<file path="src/rtl/s_stream_in_fifo.sv">
// Streaming input buffer feeding a PE neighbour-operand port: accepts a programmed
// number of words over valid/ready, buffers them, and pops only when the array advances.
module s_stream_in_fifo #(
    parameter int N_BITS = 32,
    parameter int DEPTH  = 4,
    parameter int CNT_W  = 16
) (
    input  logic                     clk_i,
    input  logic                     rst_i,
    input  logic                     start_i,
    input  logic [CNT_W-1:0]         len_i,
    input  logic                     flush_i,
    input  logic [N_BITS-1:0]        s_data_i,
    input  logic                     s_valid_i,
    output logic                     s_ready_o,
    input  logic                     pea_ready_i,
    output logic [N_BITS-1:0]        op_o,
    output logic                     op_valid_o,
    output logic [$clog2(DEPTH):0]   count_o,
    output logic                     busy_o,
    output logic                     done_o,
    output logic [1:0]               state_o
);
    localparam int AW = $clog2(DEPTH);
    localparam int PW = AW + 1;

    typedef enum logic [1:0] {
        IDLE  = 2'd0,
        RUN   = 2'd1,
        DRAIN = 2'd2
    } state_t;

    // Handshakes: a word moves on the source side when s_valid_i && s_ready_o at a
    // rising edge; the head moves to the PE when op_valid_o && pea_ready_i at a rising
    // edge. Neither ready depends combinationally on the opposite side's valid.

    state_t              state_q, state_d;
    logic [PW-1:0]       wr_ptr_q, rd_ptr_q, count;
    logic [CNT_W-1:0]    len_q, acc_cnt_q;
    logic [N_BITS-1:0]   mem_q [DEPTH];
    logic                done_q, done_d;
    logic                full, empty, push, pop;

    assign count = wr_ptr_q - rd_ptr_q;
    assign full  = (count == PW'(DEPTH));
    assign empty = (wr_ptr_q == rd_ptr_q);

    // Full wins over a same-cycle pop: no push-through into a full buffer.
    assign s_ready_o  = (state_q == RUN) && !full && (acc_cnt_q != len_q);
    assign push       = s_valid_i && s_ready_o;
    assign op_valid_o = !empty;
    assign pop        = op_valid_o && pea_ready_i;
    assign op_o       = empty ? '0 : mem_q[rd_ptr_q[AW-1:0]];

    assign count_o = count;
    assign busy_o  = (state_q != IDLE);
    assign done_o  = done_q;
    assign state_o = state_q;

    always_comb begin
        state_d = state_q;
        done_d  = 1'b0;
        case (state_q)
            IDLE: begin
                if (start_i) begin
                    if (len_i == '0) done_d = 1'b1;
                    else             state_d = RUN;
                end
            end
            RUN: begin
                if (push && (acc_cnt_q + CNT_W'(1) == len_q)) state_d = DRAIN;
            end
            DRAIN: begin
                if (empty || (pop && count == PW'(1))) begin
                    state_d = IDLE;
                    done_d  = 1'b1;
                end
            end
            default: state_d = IDLE;
        endcase
    end

    always_ff @(posedge clk_i) begin
        if (rst_i) begin
            state_q   <= IDLE;
            done_q    <= 1'b0;
            wr_ptr_q  <= '0;
            rd_ptr_q  <= '0;
            len_q     <= '0;
            acc_cnt_q <= '0;
            for (int i = 0; i < DEPTH; i++) mem_q[i] <= '0;
        end else if (flush_i) begin
            state_q   <= IDLE;
            done_q    <= 1'b0;
            wr_ptr_q  <= '0;
            rd_ptr_q  <= '0;
            acc_cnt_q <= '0;
        end else begin
            state_q <= state_d;
            done_q  <= done_d;
            if (state_q == IDLE && start_i && len_i != '0) begin
                len_q     <= len_i;
                acc_cnt_q <= '0;
            end
            if (push) begin
                mem_q[wr_ptr_q[AW-1:0]] <= s_data_i;
                wr_ptr_q                <= wr_ptr_q + PW'(1);
                acc_cnt_q               <= acc_cnt_q + CNT_W'(1);
            end
            if (pop) rd_ptr_q <= rd_ptr_q + PW'(1);
        end
    end
endmodule

</file>
<file path="config.mk">
export PLATFORM = sky130hd
export DESIGN_NAME = s_stream_in_fifo
export DESIGN_NICKNAME = d
export VERILOG_FILES = /design/src/rtl/s_stream_in_fifo.sv
export SDC_FILE = /design/constraint.sdc
export NUM_CORES = 1
export LEC_CHECK = 0
export CAP_MARGIN = 10
export CORE_ASPECT_RATIO = 1.2
export CORE_MARGIN = 10
export CORE_UTILIZATION = 56
export CTS_BUF_LIST = sky130_fd_sc_hd__clkbuf_16
export DETAILED_ROUTE_END_ITERATION = 16
export PLACE_DENSITY = 0.89
export SYNTH_ARGS = -nofsm -noshare
export SYNTH_HDL_FRONTEND = slang
export SYNTH_SLANG_ARGS = --single-unit
</file>
<file path="constraint.sdc">
create_clock -name clk_i -period 6.87 [get_ports clk_i]
set_input_delay 2.061 -clock clk_i [delete_from_list [all_inputs] [get_ports clk_i]]
set_output_delay 2.061 -clock clk_i [all_outputs]
set_load 0.005 [all_outputs]
</file>
==> results.cfg <==
[setup_path]
worstPathMaxFanout = 13
reg2reg_to = mem_q[3][17]
reg2reg_depth = 9
critPathCaptureType = output pin
critPathTopFamily = simple AND/OR/NAND/NOR gates
cpMaxStageDelayCell = nor4_4
start_kind = flop
crit_buf_inv = 2
crit_chain = xor2_1, or4_4, nor4_4, nand2b_2, inv_1, clkdlybuf4s50_1
worst-endpoint-arrival_ps = 3200
r2r-start = wr_ptr_q[0]
r2r_slack_ps = 3080
critical_path_required_ps = 4810
critPathMaxStageDelay_ps = 780
critPathKind = flop to output pin

[cells_and_area]
syn2layout_area_growth_pct = 18.7
nets = 797
fin_area_um2 = 9840
layout-drive-gt1-share_pct = 11.6
fin_cells = 950
n_antenna_cell = 0
n_fill_cell = 989

[sta]
finalSetupViolations = 0
skew_ps = 8.10
fmax_mhz = 190
slew_violations = 0
slew_headroom_pct = 39.6
worst_pin_slew_ps = 903
rsz0062_at_grt = no
hold_viol_final = 0
period_needed_ps = 5260
tns_ps = 0
fin_crit_sh_pct = 76.5
fin_ws_ps = 1610

[worst_hold_path]
min_path_type = flop to flop
holdPathEnd = len_q[0]
holdPathStages = 2
min_from = len_q[0]

[power_and_ir_drop]
power.total_mw = 2.15
switchingPower_mw = 0.486
intPower_mw = 1.66
pwr_density_cell_nw_per_um2 = 218
swShare_pct = 22.6
pwr-share-comb_pct = 6.4
seqPwrFrac_pct = 53.6
p_leak_nw = 3.44
irDropWorstVdd_v = 0.000158
pwr-share-clk_pct = 40.0

[flow_run]
cap_violations = 0

[floorplan]
initial_utilization_pct = 57.3
rows = 48
die_area_um2 = 20100
chipWidth_um = 131
ioPinCount = 95
fp.coreArea_um2 = 14500
die_h_um = 153

[routing]
drcViolationCount = 0
ant_nets = 0
avgRoutedWirePerCell_um = 20.0
dr_total_vias = 5421
viasPerCell = 5.71
dr.pass1.iters = 5
drt_iter0_drc = 550
drt-total-wl_um = 19000

[cts]
cts_buffers = 17
cts.clk_slew.worst_paths_ps = 60
cts_root_buf = clkbuf_16
cts.repair.resized = 0
postCtsHoldBufs = 0
h-tree-depth = 4
clockBufferDepth = 2
cts_sinks = 171
clk_latency_ps = 430
cts_setup_buffers = 0
cts_tree = built

[outcome]
status = finished clean

[yosys]
synth_fp_nets = 717
synth_top_family_by_area = simple AND/OR/NAND/NOR gates
syn_inst = 657
yosys.area_share.xor_xnor_pct = 4.09
muxShareOfSynthArea_pct = 8.82
ys_ff_latch = 171
ys_warn_count = 0
synth-async-reset-ratio_pct = 0
ys.flop_type = edfxtp_1
synthAdderAreaFrac_pct = 0.997
synthDistinctLibCells = 53
synth_compound_area_share_pct = 4.83
yosysSeqAreaShare_pct = 56.8
syn_area_um2 = 8290
yosys.area_share.simple_pct = 21.1
synth_edf_count = 128
avgSynthCellArea_um2 = 12.6

[placed_design]
dpl_worst_slack_ps = 1790
placed_cells = 918
dp_hpwl_um = 12800
io_buffer_count = 94
placed_area_um2 = 9310
gp_congestion = 0.940

[global_route]
grt-ovfl-total = 0
grt_pass1_vias = 5703
grt_pass1_wl_um = 30100
grt_antenna_before_repair = 0
grtUsageTotal_pct = 19.3
grt_max_degree = 38
layer usage:
metal  track usage (%)  routed length, um
met1              22.1               7350
met2              33.9              10100
met3              3.81               1050
met4              8.22                495
met5                 0                  0
kinds of logic (layout without fill, tap and decap cells):
family,count (synthesis),after routing
adder cells (fa/ha/maj),6,6
AO/OA/AOI/OAI,65,65
flip-flops,171,171
AND/OR/NAND/NOR,294,294
buffers and inverters,51,144
multiplexers,33,33
XOR/XNOR,37,37
cell type report:
| cell class | instances | area [um^2] | share of cell area, % |
|---|---|---|---|
| clock buffers | 17 | 425 | 4.32 |
| clock inverters | 15 | 103 | 1.04 |
| inverters | 8 | 30.0 | 0.305 |
| multi-input cells | 435 | 3310 | 33.6 |
| flip-flops and latches | 171 | 4710 | 47.8 |
| well taps | 200 | 250 | 2.54 |
| repair buffers | 104 | 1020 | 10.3 |
worst min-delay path, stage by stage, from the launching register on:
cell and delay (ps):
dfxtp_1 320, o21ai_0 70, a21oi_1 60
power groups by stage:
| stage | clock network [mW] | logic, mW | registers, mW |
|---|---|---|---|
| after floorplan | 0 | 0.0707 | 1.17 |
| after global placement | 0 | 0.131 | 1.17 |
| after detailed placement | 0 | 0.136 | 1.17 |
| after CTS | 0.863 | 0.137 | 1.15 |
| after global routing | 0.907 | 0.146 | 1.15 |
| final | 0.860 | 0.137 | 1.15 |
how the worst max path moves through the flow:
stage                             from           end  slack [ps]  depth (start not counted)
after floorplan              s_valid_i   mem_q[3][0]         530                          4
after global placement           rst_i   mem_q[2][7]        1900                          6
after detailed placement         rst_i  mem_q[2][13]        1790                          6
after CTS                 acc_cnt_q[2]     s_ready_o        1620                          6
after global routing      acc_cnt_q[2]     s_ready_o        1480                          6
final                     acc_cnt_q[2]     s_ready_o        1610                          6
placed cells by master, fill, tap and decap left out, types with 4 or more instances in the layout:
cell type        Yosys  layout
and2_1             160     160
edfxtp_1           128     128
clkbuf_16            0      17
nand2_1             39      39
nor2_1              18      18
inv_1                8      10
xnor2_1             27      27
nor3_1              10      10
dfxtp_1             43      42
or2_1                4       4
or3_1                4       4
a31oi_1              5       5
mux4_2              32      32
nand3_1             16      16
ha_1                 5       5
buf_4                2      10
clkdlybuf4s50_1      0      94
nand4_1              8       8
o21ai_0             19      19
xor2_1               9       9
nor4_1              10      10
clkinvlp_4           0       4
a21oi_1             25      25
synth_stat cells, drive strengths merged, types with 9 or more instances:
library cell	count	area (um^2)
and2	160	1000
edfxtp	128	3840
dfxtp	43	861
nand2	39	146
mux4	32	721
xnor2	27	236
a21oi	26	134
clkbuf	25	93.8
nor2	19	73.8
o21ai	19	95.1
buf	18	159
nand3	16	80.1
nor4	13	126
nor3	11	66.3
xor2	9	78.8
state kept, by name, indices dropped and copies added, names as in the netlist, named ones only:
signal     count
len_q         16
wr_ptr_q       3
state_o        2
done_o         1
rd_ptr_q       3
acc_cnt_q     16
mem_q        128
metrics by stage:
stage               utilization [%]  hold WS (ps)
global route                   68.0           520
global placement               64.3           481
floorplan                         -           465
CTS                            68.0           493
detailed placement             64.3           484
finish                         68.0           500
Power figures use the tool's default switching activity.
